**src/rtl/fht_pkg.sv**
```systemverilog
// Shared types and arithmetic helpers for the FHT butterfly datapath.
// Helpers work on a 64-bit signed carrier so every stage width can reuse them.
package fht_pkg;

   typedef logic signed [63:0] wide_t;

   // Control bits that travel alongside a sample through S1 and S2
   typedef struct packed {
      logic valid;
      logic scale;
   } s1_t;

   typedef struct packed {
      logic valid;
      logic scale;
   } s2_t;

   // Coefficient value representing 1.0
   function automatic int unity(input int w_bit);
      return 1 << (w_bit - 2);
   endfunction

   // Arithmetic shift right by sh with round-half-up
   function automatic wide_t round_shift(input wide_t v, input int sh);
      wide_t half;
      half = 64'sd1 <<< (sh - 1);
      return (v + half) >>> sh;
   endfunction

   // Clamp to the two's complement range of a d_bit-wide word
   function automatic wide_t sat_d(input wide_t v, input int d_bit);
      wide_t hi;
      wide_t lo;
      hi = (64'sd1 <<< (d_bit - 1)) - 64'sd1;
      lo = -(64'sd1 <<< (d_bit - 1));
      if (v > hi) return hi;
      if (v < lo) return lo;
      return v;
   endfunction

endpackage

```
**src/rtl/fht_rot_mac.sv**
```systemverilog
// Rotation MAC: S1 registers cos*x1 and sin*x2, S2 registers their rounded sum.
// Also carries valid/scale so the caller only adds its own final stage.
module fht_rot_mac
   import fht_pkg::*;
#(
   parameter int D_BIT = 16,
   parameter int W_BIT = 16
) (
   input  logic             clk,
   input  logic             rst,
   input  logic             en,
   input  logic             valid,
   input  logic             scale,
   input  logic [D_BIT-1:0] x1,
   input  logic [D_BIT-1:0] x2,
   input  logic [W_BIT-1:0] sin_c,
   input  logic [W_BIT-1:0] cos_c,
   output logic [D_BIT+2:0] rot,
   output logic             rot_valid,
   output logic             rot_scale
);

   localparam int PW    = D_BIT + W_BIT;
   localparam int UNITY = unity(W_BIT);
   localparam int RSH   = $clog2(UNITY);

   typedef logic signed [PW-1:0]    prod_t;
   typedef logic signed [D_BIT+2:0] rot_t;

   prod_t p1_d, p1_q, p2_d, p2_q;
   s1_t   s1_d, s1_q;
   s2_t   s2_d, s2_q;
   rot_t  rot_d, rot_q;
   wide_t sum_w;

   always_comb begin
      p1_d  = p1_q;
      p2_d  = p2_q;
      s1_d  = s1_q;
      rot_d = rot_q;
      s2_d  = s2_q;
      sum_w = wide_t'(p1_q) + wide_t'(p2_q);
      if (en) begin
         p1_d       = prod_t'($signed(cos_c)) * prod_t'($signed(x1));
         p2_d       = prod_t'($signed(sin_c)) * prod_t'($signed(x2));
         s1_d.valid = valid;
         s1_d.scale = scale;
         // D_BIT+3 bits covers the -1.0 * most-negative-x corner
         rot_d      = rot_t'(round_shift(sum_w, RSH));
         s2_d       = s2_t'(s1_q);
      end
   end

   always_ff @(posedge clk or posedge rst) begin
      if (rst) begin
         p1_q  <= '0;
         p2_q  <= '0;
         s1_q  <= '0;
         rot_q <= '0;
         s2_q  <= '0;
      end else begin
         p1_q  <= p1_d;
         p2_q  <= p2_d;
         s1_q  <= s1_d;
         rot_q <= rot_d;
         s2_q  <= s2_d;
      end
   end

   assign rot       = rot_q;
   assign rot_valid = s2_q.valid;
   assign rot_scale = s2_q.scale;

endmodule

```
**src/rtl/fht_but_pipe.sv**
```systemverilog
// Pipelined 2-point FHT butterfly: y0/y1 = x0 +/- (cos*x1 + sin*x2), 3 enabled cycles.
// Adds x0 alignment, optional /2 scaling, saturation and overflow flags on top of fht_rot_mac.
module fht_but_pipe
   import fht_pkg::*;
#(
   parameter int D_BIT  = 16,
   parameter int W_BIT  = 16,
   parameter int X0_LAG = 1
) (
   input  logic             iCLK,
   input  logic             iRESET,
   input  logic             iEN,
   input  logic             iVALID,
   input  logic             iSCALE,
   input  logic [D_BIT-1:0] iX_0,
   input  logic [D_BIT-1:0] iX_1,
   input  logic [D_BIT-1:0] iX_2,
   input  logic [W_BIT-1:0] iSIN,
   input  logic [W_BIT-1:0] iCOS,
   input  logic             iCLR_OVF,
   output logic [D_BIT-1:0] oY_0,
   output logic [D_BIT-1:0] oY_1,
   output logic             oVALID,
   output logic             oOVF,
   output logic             oOVF_STKY
);

   typedef logic signed [D_BIT-1:0] dat_t;
   typedef logic signed [D_BIT+2:0] rot_t;
   typedef logic signed [D_BIT+3:0] sum_t;

   rot_t  rot_s;
   logic  rot_valid, rot_scale;
   dat_t  x0_s1_d, x0_s1_q, x0_s2_d, x0_s2_q;
   dat_t  y0_d, y0_q, y1_d, y1_q;
   logic  valid_d, valid_q, ovf_d, ovf_q, stky_d, stky_q;
   sum_t  s0, s1;
   wide_t y0_w, y1_w;
   logic  clip0, clip1;

   fht_rot_mac #(.D_BIT(D_BIT), .W_BIT(W_BIT)) u_rot_mac (
      .clk       (iCLK),
      .rst       (iRESET),
      .en        (iEN),
      .valid     (iVALID),
      .scale     (iSCALE),
      .x1        (iX_1),
      .x2        (iX_2),
      .sin_c     (iSIN),
      .cos_c     (iCOS),
      .rot       (rot_s),
      .rot_valid (rot_valid),
      .rot_scale (rot_scale)
   );

   always_comb begin
      x0_s1_d = x0_s1_q;
      x0_s2_d = x0_s2_q;
      y0_d    = y0_q;
      y1_d    = y1_q;
      valid_d = valid_q;
      ovf_d   = ovf_q;
      stky_d  = stky_q;
      s0      = sum_t'(x0_s2_q) + sum_t'(rot_s);
      s1      = sum_t'(x0_s2_q) - sum_t'(rot_s);
      if (rot_scale) begin
         s0 = sum_t'(round_shift(wide_t'(s0), 1));
         s1 = sum_t'(round_shift(wide_t'(s1), 1));
      end
      y0_w  = sat_d(wide_t'(s0), D_BIT);
      y1_w  = sat_d(wide_t'(s1), D_BIT);
      clip0 = (y0_w != wide_t'(s0));
      clip1 = (y1_w != wide_t'(s1));
      if (iEN) begin
         x0_s1_d = dat_t'(iX_0);
         // With lag, x0 arrives one enabled cycle after its coefficients and skips S1
         x0_s2_d = (X0_LAG != 0) ? dat_t'(iX_0) : x0_s1_q;
         valid_d = rot_valid;
         ovf_d   = rot_valid & (clip0 | clip1);
         if (rot_valid) begin
            y0_d = dat_t'(y0_w);
            y1_d = dat_t'(y1_w);
         end
         stky_d = ovf_d | (stky_q & ~iCLR_OVF);
      end
   end

   always_ff @(posedge iCLK or posedge iRESET) begin
      if (iRESET) begin
         x0_s1_q <= '0;
         x0_s2_q <= '0;
         y0_q    <= '0;
         y1_q    <= '0;
         valid_q <= 1'b0;
         ovf_q   <= 1'b0;
         stky_q  <= 1'b0;
      end else begin
         x0_s1_q <= x0_s1_d;
         x0_s2_q <= x0_s2_d;
         y0_q    <= y0_d;
         y1_q    <= y1_d;
         valid_q <= valid_d;
         ovf_q   <= ovf_d;
         stky_q  <= stky_d;
      end
   end

   assign oY_0      = y0_q;
   assign oY_1      = y1_q;
   assign oVALID    = valid_q;
   assign oOVF      = ovf_q;
   assign oOVF_STKY = stky_q;

endmodule

```
**config.mk**
```make
export PLATFORM = sky130hd
export DESIGN_NAME = fht_but_pipe
export DESIGN_NICKNAME = d
export VERILOG_FILES = /design/src/rtl/fht_pkg.sv /design/src/rtl/fht_rot_mac.sv /design/src/rtl/fht_but_pipe.sv
export SDC_FILE = /design/constraint.sdc
export NUM_CORES = 2
export LEC_CHECK = 0
export ABC_AREA = 0
export CELL_PAD_IN_SITES_DETAIL_PLACEMENT = 0
export CELL_PAD_IN_SITES_GLOBAL_PLACEMENT = 1
export CORE_ASPECT_RATIO = 1.4
export CORE_MARGIN = 2
export CORE_UTILIZATION = 50
export DETAILED_ROUTE_END_ITERATION = 8
export PLACE_DENSITY = 0.87
export SLEW_MARGIN = 0
export SYNTH_ARGS = -nofsm -noshare
export SYNTH_HDL_FRONTEND = slang
export SYNTH_HIERARCHICAL = 1
export SYNTH_SLANG_ARGS = --single-unit
export TNS_END_PERCENT = 20
```
**constraint.sdc**
```tcl
create_clock -name iCLK -period 5.1 [get_ports iCLK]
set_input_delay 0.765 -clock iCLK [delete_from_list [all_inputs] [get_ports iCLK]]
set_output_delay 0.765 -clock iCLK [all_outputs]
set_load 0.02 [all_outputs]
```
==> metrics.txt <==
Die X 212 microns; iteration count of the initial detailed-routing pass 5; share of the synthesized area in the top cell type 0.347; Initial Util 0.507; Reg2Reg Depth 20; Crit Path Max Fanout 5; Clock transition at path regs 0.06 ns; yosys warns 6; # fillers 4,939; crit share post-route 1.19; area grow syn2layout 25.6%; CP max stage cell fa_1; Num Clock Sinks 138; Tmin final roughly 6.1 ns; Cell variety after synth 100; CP Capture Type flip-flop; Die ar. 0.0628 sq mm; antenna cells 0; H-tree levels 4; core footprint 0.0599 sq mm; sequential fraction of the synthesis area 0.114; post-DP HPWL between 60,000 and 70,000 microns; crit path to u_rot_mac/p2_q[31]; routed len/inst approximately 18 microns; area leader, netlist fa_1; row count 106; Vias between 20,000 and 30,000; GR Overflow Total 0; Critical Path, Cell by Cell buf_6 > buf_6 > and2_4 > fa_1 > inv_2 > fa_1 > inv_1 > fa_1 > fa_1 > fa_1 > inv_2 > fa_1 > inv_2 > ha_4 > nand2_4 > or3_4 > or2_1 > o31a_4 > o21ai_4 > buf_6 > a2111oi_4 > o31ai_2 > xnor2_1 > mux2i_1; IO Count 121; ANT nets after route 0; Post-synth top cells 653 x inv_1, 526 x fa_1, 329 x nand2_1, 267 x ha_1, 262 x and2_1; start point of the critical path iX_2[4]; routability congestion estimate 0.950; CTS tree built; critical path's most frequent cell fa_1; initial antenna violation count 0; Root Buffer clkbuf_16; Critical Path RT 5.39 ns; Routed Wire Length 82,200 microns; Max Clock Skew 0.0108 ns; relative slew slack 0.235; first-pass GRT wire length 131,000 microns; Die Y ~300 microns; IO Port Bufs 120; Fmax 0.165 GHz; PnR worst setup slack -0.976 ns; hold path cells 2; CP peak stage delay 0.54 ns; r2r setup slk 0.03 ns; total CTS buffers 17; Hold Startpoint oY_0[15]; count leader, synth inv_1; Synth Area per Inst 9.15 sq um; worst flop-to-flop path startpoint u_rot_mac/rot[0]; Syn Std Cell Area 0.0304 sq mm; failing checks negative setup slack; Clock Latency Late Sink 0.44 ns; Seq cells post-synth 138; Hold Fails Final Rpt 0; 1st-iter DRT viols 1,132; Worst setup SP type input port; All-Layer GR Usage 0.263; clk buf depth 2; # Max-Cap Violations 0; number of global-route vias before repair about 27,000; layout cell share with drive strength beyond 1 0.254; Area after DPL 0.0356 sq mm; pin count of the biggest net entering global routing 85; multi-input logic area 0.0251 sq mm; worst-margin pin slew 1.14 ns; Min-Delay Path Class flip-flop to flip-flop; Post-synth EDFFs 0; Max Slew Vio Count 0; Worst R2R End oOVF; Arr. time, crit path about 6.4 ns; Crit Path Category input port to flip-flop; design area 0.0382 sq mm; main area contributors after synthesis fa_1 35%, dfrtp_1 11%, ha_1 11%; RSZ-0062 raised after global routing true; Top FF cell, synth dfrtp_1; Post-synth ARST share 1.00; status finished with violations; Layout Nets 4,734; Syn Inst Count 3,321; final core occ 0.636; drt drc 0; Sequential Area roughly 0.0035 sq mm; syn nets approximately 4,200; vias per std cell between 5 and 6; final setup violation count 43
state kept, by name (all words and copies together), names as in the netlist:
register	cells
u_rot_mac/rot_scale	1
u_rot_mac/rot_valid	1
oVALID	1
oOVF	1
oY_1	16
oY_0	16
x0_s2_q	16
u_rot_mac/rot	19
u_rot_mac/s1_q	2
u_rot_mac/p1_q	32
oOVF_STKY	1
u_rot_mac/p2_q	32
final cells by class:
class,count,share of cell area
Clock buffer,18,0.0112
Clock inverter,13,0.00567
Inverter,657,0.0649
Multi-Input combinational cell,2411,0.658
Sequential cell,138,0.0906
Tap cell,810,0.0266
Timing Repair Buffer,630,0.143
worst max-delay path, delay by kind of cell:
family | cells | cell delay, ns
AOI/OAI and AO/OA | 4 | 0.82
xor gates and xnor gates | 1 | 0.14
adders and majority gates | 7 | 3.26
buffers and inverters | 7 | 0.54
muxes | 1 | 0.08
and+or+nand+nor | 4 | 0.77
what timing repair did:
item	4_1_cts	5_1_grt
endpoints found under the setup margin	50	79
gates resized for setup	239	347
hold endpoints to repair	0	0
buffers inserted	34	58
cloned	3	12
hold buffers	0	0
pin swaps	105	149
cell families after synthesis:
logic type                 Yosys count  share of synthesized area
AOI/OAI and AO/OA                  469                      0.112
DFF                                138                      0.114
adders and majority gates          793                      0.457
and+or+nand+nor                    960                      0.160
muxes                               88                     0.0321
buffers and inverters              772                     0.0963
xor gates and xnor gates           101                     0.0294
placed cells by master, fill, tap and decap left out, types with 15 or more instances in the layout:
master           count
o22a_1              28
clkbuf_16           26
fa_2                35
a21oi_2             23
buf_6               69
clkdlybuf4s50_1     57
nand2_2             15
o31ai_1             18
ha_4                22
nor2_1             127
inv_2               54
o21a_1              25
fa_1               491
nor2b_1             25
xor2_1              21
mux2_2              74
inv_1              598
nand2_1            305
dfrtp_1            136
a21o_1              42
nor3_1              28
and2_4              36
ha_1               239
o211ai_1            27
o21ai_0             54
buf_2               15
clkbuf_2            19
nand3_1             33
xnor2_1             73
nor4_1              25
a21oi_1             71
nand2b_1            16
buf_4              430
buf_12              15
and2_1             226
per-layer routing:
metal,part of all wire,GRT usage
met3,0.033,0.0202
met1,0.38,0.298
met5,0,0
met2,0.55,0.513
met4,0.040,0.0924
worst min path at each step:
stage / slack [ns] / endpoint
2_1_floorplan: 0.46 / u_rot_mac/p2_q[23]
3_3_place_gp: 0.46 / oOVF_STKY
3_5_place_dp: 0.46 / oOVF_STKY
4_1_cts: 0.48 / oOVF_STKY
5_1_grt: 0.51 / oY_0[15]
6_report: 0.47 / oY_0[15]
stage by stage:
stage	TNS, ns	setup WS, ns	std cells	hold WS, ns
floorplan	-27.74	-1.19	3321	0.456
global placement	-71.41	-1.89	4544	0.456
detailed placement	-73.17	-2.00	4544	0.461
CTS	-33.99	-1.09	4612	0.476
global route	-35.17	-1.13	4677	0.514
finish	-28.20	-0.976	4677	0.474
Power is not shown: default switching activity piles up to over one toggle a cycle in this logic, so the estimate is an artifact.
